### src/rtl/aes_serial_bridge.sv
// Byte-stream bridge for the AES128 core: assembles key/text frames from an RX
// byte stream, handshakes with the core, and serializes results to a TX stream.
module aes_serial_bridge #(
  parameter logic [7:0] CMD_KEY = 8'h4B,
  parameter logic [7:0] CMD_ENC = 8'h45,
  parameter logic [7:0] CMD_DEC = 8'h44
) (
  input  logic         Clk,
  input  logic         Rst,
  input  logic [7:0]   RxData,
  input  logic         RxValid,
  output logic         RxReady,
  output logic [7:0]   TxData,
  output logic         TxValid,
  input  logic         TxReady,
  input  logic         ReadEn,
  input  logic         WriteEn,
  input  logic [127:0] Result,
  output logic [127:0] Key,
  output logic         ReadyKey,
  output logic [127:0] UserText,
  output logic         ProgramSelector,
  output logic         ReadRy,
  output logic         WriteRy,
  output logic         CmdErr
);

  typedef enum logic [1:0] {R_CMD, R_KEY, R_TEXT, R_WAIT} rx_state_t;
  typedef enum logic {T_IDLE, T_SEND} tx_state_t;

  rx_state_t    r_rx_state, w_rx_next;
  tx_state_t    r_tx_state, w_tx_next;
  logic [127:0] r_stage, r_key, r_text, r_shift;
  logic [3:0]   r_rx_cnt, r_tx_cnt;
  logic         r_sel_pend, r_sel;
  logic         r_rx_ready, r_ready_key, r_read_ry, r_write_ry, r_cmd_err;
  logic         w_rx_fire, w_tx_fire;
  logic         w_bad_cmd, w_load_key, w_load_text, w_take_result;

  assign w_rx_fire = RxValid & r_rx_ready;
  assign w_tx_fire = (r_tx_state == T_SEND) & TxReady;

  always_ff @(posedge Clk or negedge Rst) begin
    if (!Rst) begin
      r_rx_state <= R_CMD;
      r_tx_state <= T_IDLE;
    end else begin
      r_rx_state <= w_rx_next;
      r_tx_state <= w_tx_next;
    end
  end

  always_comb begin
    w_rx_next   = r_rx_state;
    w_bad_cmd   = 1'b0;
    w_load_key  = 1'b0;
    w_load_text = 1'b0;
    case (r_rx_state)
      R_CMD: begin
        if (w_rx_fire) begin
          if (RxData == CMD_KEY)                             w_rx_next = R_KEY;
          else if ((RxData == CMD_ENC) || (RxData == CMD_DEC)) w_rx_next = R_TEXT;
          else                                               w_bad_cmd = 1'b1;
        end
      end
      R_KEY: begin
        if (w_rx_fire && (r_rx_cnt == 4'd15)) begin
          w_rx_next  = R_CMD;
          w_load_key = 1'b1;
        end
      end
      R_TEXT: begin
        if (w_rx_fire && (r_rx_cnt == 4'd15)) w_rx_next = R_WAIT;
      end
      R_WAIT: begin
        if (ReadEn) begin
          w_rx_next   = R_CMD;
          w_load_text = 1'b1;
        end
      end
      default: w_rx_next = R_CMD;
    endcase
  end

  always_comb begin
    w_tx_next     = r_tx_state;
    w_take_result = 1'b0;
    case (r_tx_state)
      T_IDLE: begin
        if (WriteEn) begin
          w_tx_next     = T_SEND;
          w_take_result = 1'b1;
        end
      end
      T_SEND: begin
        if (TxReady && (r_tx_cnt == 4'd15)) w_tx_next = T_IDLE;
      end
      default: w_tx_next = T_IDLE;
    endcase
  end

  // Ready is registered from the next state, so it drops on the edge entering R_WAIT.
  always_ff @(posedge Clk or negedge Rst) begin
    if (!Rst) begin
      r_rx_ready  <= 1'b0;
      r_ready_key <= 1'b0;
      r_read_ry   <= 1'b0;
      r_cmd_err   <= 1'b0;
      r_rx_cnt    <= '0;
      r_stage     <= '0;
      r_key       <= '0;
      r_text      <= '0;
      r_sel_pend  <= 1'b0;
      r_sel       <= 1'b0;
    end else begin
      r_rx_ready  <= (w_rx_next != R_WAIT);
      r_ready_key <= w_load_key;
      r_read_ry   <= w_load_text;
      r_cmd_err   <= w_bad_cmd;
      if ((r_rx_state == R_CMD) && w_rx_fire) begin
        r_rx_cnt <= '0;
        if (RxData == CMD_DEC)      r_sel_pend <= 1'b1;
        else if (RxData == CMD_ENC) r_sel_pend <= 1'b0;
      end
      if (((r_rx_state == R_KEY) || (r_rx_state == R_TEXT)) && w_rx_fire) begin
        r_stage  <= {r_stage[119:0], RxData};
        r_rx_cnt <= r_rx_cnt + 4'd1;
      end
      if (w_load_key) r_key <= {r_stage[119:0], RxData};
      if (w_load_text) begin
        r_text <= r_stage;
        r_sel  <= r_sel_pend;
      end
    end
  end

  always_ff @(posedge Clk or negedge Rst) begin
    if (!Rst) begin
      r_write_ry <= 1'b0;
      r_shift    <= '0;
      r_tx_cnt   <= '0;
    end else begin
      r_write_ry <= w_take_result;
      if (w_take_result) begin
        r_shift  <= Result;
        r_tx_cnt <= '0;
      end else if (w_tx_fire) begin
        r_shift  <= {r_shift[119:0], 8'h00};
        r_tx_cnt <= r_tx_cnt + 4'd1;
      end
    end
  end

  assign RxReady         = r_rx_ready;
  assign TxData          = r_shift[127:120];
  assign TxValid         = (r_tx_state == T_SEND);
  assign Key             = r_key;
  assign ReadyKey        = r_ready_key;
  assign UserText        = r_text;
  assign ProgramSelector = r_sel;
  assign ReadRy          = r_read_ry;
  assign WriteRy         = r_write_ry;
  assign CmdErr          = r_cmd_err;

endmodule

### config.mk
export PLATFORM = sky130hd
export DESIGN_NAME = aes_serial_bridge
export DESIGN_NICKNAME = d
export VERILOG_FILES = /design/src/rtl/aes_serial_bridge.sv
export SDC_FILE = /design/constraint.sdc
export NUM_CORES = 1
export LEC_CHECK = 0
export ABC_CLOCK_PERIOD_IN_PS = 1800
export BUFFER_PORTS_ARGS = -buffer_cell sky130_fd_sc_hd__buf_2
export CAP_MARGIN = 10
export CORE_ASPECT_RATIO = 1.5
export CORE_MARGIN = 2
export CORE_UTILIZATION = 50
export CTS_CLUSTER_DIAMETER = 80
export DETAILED_ROUTE_END_ITERATION = 7
export PLACE_DENSITY = 0.76
export REMOVE_ABC_BUFFERS = 1
export SETUP_SLACK_MARGIN = 0.2
export SLEW_MARGIN = 40
export SYNTH_ARGS = -nofsm -noshare
export SYNTH_HDL_FRONTEND = slang
export SYNTH_SLANG_ARGS = --single-unit
### constraint.sdc
create_clock -name Clk -period 1.8 [get_ports Clk]
set_input_delay 0 -clock Clk [delete_from_list [all_inputs] [get_ports Clk]]
set_output_delay 0 -clock Clk [all_outputs]
set_load 0.01 [all_outputs]
==> flow_summary.toml <==
[outcome]
status = "finished with violations"
violations = "hold timing"

[clock_tree]
clock-sinks = 530
cts_htree_levels = 2
cts_tree = "yes"
path_clk_slew_ps = 70
clock_latency_ps = 580
clockBufferDepth = 3
cts-root-buf = "clkbuf_16"
numCtsBuffers = 48

[setup_path]
critPathArrivalTime_ps = 2240
cp_slowest_cell = "dfrtp_1"
path_max_fanout = 7
crit_chain = "ha_2, and3_4, nand3_4, inv_12, buf_8, buf_6, buf_16, mux2_4"
worstSetupPathType = "reg2reg"
cpPeakStageDelay_ps = 380
critPathLaunchType = "flop"
end_kind = "flop"
cp.required_ps = 2250

[yosys]
yosys.area_share.simple_pct = 5.65
yosysMostFrequentCell = "dfrtp_1"
synthArstFlopShare_pct = 100
synth_cells = 1466
synthTopCellsByCount = "dfrtp_1 (530), mux2_2 (276), nand2_1 (275), a22oi_1 (119), mux2_4 (100)"
yosys_warnings = 0
ys_ff_latch = 530
ys_types = 41
synth.avg_cell_area_um2 = 14.3
synth_top_family_by_area = "multiplexers"
synth_fa_ha_area_share_pct = 0.417
syn_area_mm2 = 0.0210
muxShareOfSynthArea_pct = 22.1
synth-edff-count = 0
ys_seq_area_share_pct = 63.2
synth_area_leaders = "dfrtp_1 (63%), mux2_2 (15%), mux2_4 (7.2%)"
yosys.area.top_type_share_pct = 63.2
synth-compound-area-share_pct = 5.42
synth_top_cell_by_area = "dfrtp_1"
synth_ff_type = "dfrtp_1"
yosys.area_share.xor_xnor_pct = 0

[layout]
multiInputGateArea_mm2 = 0.00794
fin_cells = 2734
fill_cells = 2446
regArea_mm2 = 0.0133
final_cell_area_mm2 = 0.0296
nNetsFinal = 2281
finish.utilization_pct = 71.7
drive_gt1_share_pct = 48.9
area_delta_synth_final_pct = 41.1

[sta]
setup_viol = 0
fin_crit_ps = 1790
holdWs_ps = -9.17
rsz0062_at_grt = "true"
worst_pin_slew_ps = 642
period_share_pct = 99.3
max_slew_margin_pct = 57.2
hold_violations = 7
fmax_ghz = 0.560
tns_ps = 0
fin_ws_ps = 13.0
slew_violations = 0
skew_ps = 17.8

[drt]
post_drt_wl_per_cell_um = 26.0
drt_first_pass_iters = 8
first_iter_violations = 1354
vias_per_cell = 5.75
wirelength_um = 71100
drc = 0
via_count = 15732
antenna_left = 0

[global_route]
grtUsageTotal_pct = 28.3
grt_pass1_vias = 16266
grt_first_pass_wirelength_um = 94400
grt_max_degree = 118
antenna_found_initial = 4
grt-ovfl-total = 0

[place]
gpl.final_weighted_congestion = 0.821
placed_cell_area_mm2 = 0.0240
io_buffers = 412
dp_cells = 2410
dp_slack_ps = 45.0
post-dp-hpwl_um = 34600

[job]
cap_violations = 0

[floorplan]
die_h_um = 255
start_util_pct = 50.8
die_area_mm2 = 0.0437
fp.dieW_um = 171
ioPinCount = 413
fp.coreArea_mm2 = 0.0413
rows = 91

[hold_path]
holdCritPathClass = "in2async"

[power_and_ir_drop]
p_leak_nw = 15.9
pwr_density_cell_mw_per_mm2 = 1550
vdd_drop_max_v = 0.00118
finalPower_mw = 46.0
==> final cells by class <==
type / instances / area share (%)
Inverter: 7 / 0.173
Clock inverter: 25 / 0.764
Sequential cell: 530 / 44.8
Tap cell: 558 / 2.36
Antenna cell: 5 / 0.0422
Clock buffer: 64 / 4.63
Timing Repair Buffer: 706 / 20.4
Timing Repair inverter: 2 / 0.110
Multi-Input combinational cell: 837 / 26.8
==> per-layer routing <==
metal | vias up | global-route usage [%] | part of all wire [%]
li1 | 6490 | - | -
met1 | 8019 | 32.5 | 36
met2 | 876 | 48.7 | 51
met3 | 347 | 5.57 | 5.9
met4 | 0 | 17.3 | 7.0
met5 | - | 0 | 0
==> path summary, 6_finish.rpt <==
| path | from | endpoint | slack, ps | depth (start not counted) |
|---|---|---|---|---|
| setup / recovery | r_rx_cnt[1]$_DFFE_PN0P_ | Key[36]$_DFFE_PN0P_ | 10 | 8 |
| hold / removal | Rst | r_shift[117]$_DFFE_PN0P_ | -9 | 2 |
| setup reg to reg | r_rx_cnt[1]$_DFFE_PN0P_ | Key[36]$_DFFE_PN0P_ | 10 | 8 |
| hold reg to reg | r_shift[8]$_DFFE_PN0P_ | r_shift[8]$_DFFE_PN0P_ | 480 | 2 |
| max in group asynchronous | Rst | UserText[98]$_DFFE_PN0P_ | 960 | 4 |
| min in group Clk | RxValid | CmdErr$_DFF_PN0_ | 20 | 4 |
==> flip-flops by register name (all words and copies together), names as in the netlist, 2 cells and up <==
register	cells
r_rx_state	2
r_tx_cnt	4
Key	128
r_stage	128
r_shift	128
UserText	128
r_rx_cnt	4
==> kinds of logic after synthesis <==
family,after synthesis
buf+inv,100
mux,378
fa+ha+maj,7
flops,530
simple gates,297
compound gates,154
==> what timing repair did <==
action | CTS | global route
buffers inserted | 34 | 16
pin swaps | 5 | 15
endpoints found under the hold margin | 612 | 0
hold buffers | 139 | 0
setup endpoints to repair | 367 | 366
resized for setup | 87 | 220
gates cloned | 22 | 19
==> power by group <==
part | internal (mW) | switching [mW]
logic | 8.44 | 6.74
registers | 16.0 | 4.20
clock network | 5.72 | 4.80
==> critical path, delay by kind of cell (launching register included) <==
family        cells  cell delay (ps)
buf+inv           4              460
flops             1              380
simple gates      2              330
mux               1              300
fa+ha+maj         1              190
==> layout by cell type (no fill, tap or decap), drive strengths merged, types with 2 or more instances in the layout <==
cell type    count
buf            550
dfrtp          530
mux2           377
nand2          276
dlygate4sd3    139
a22oi          119
clkbuf          81
clkinv          19
inv             13
o21ai           12
a22o            11
ha               7
diode            5
nand3            4
nor2             4
a21o             3
a21oi            3
and3             3
and2             2
nand4            2
bufinv           2
No activity file was read; power rests on OpenSTA's default activity.
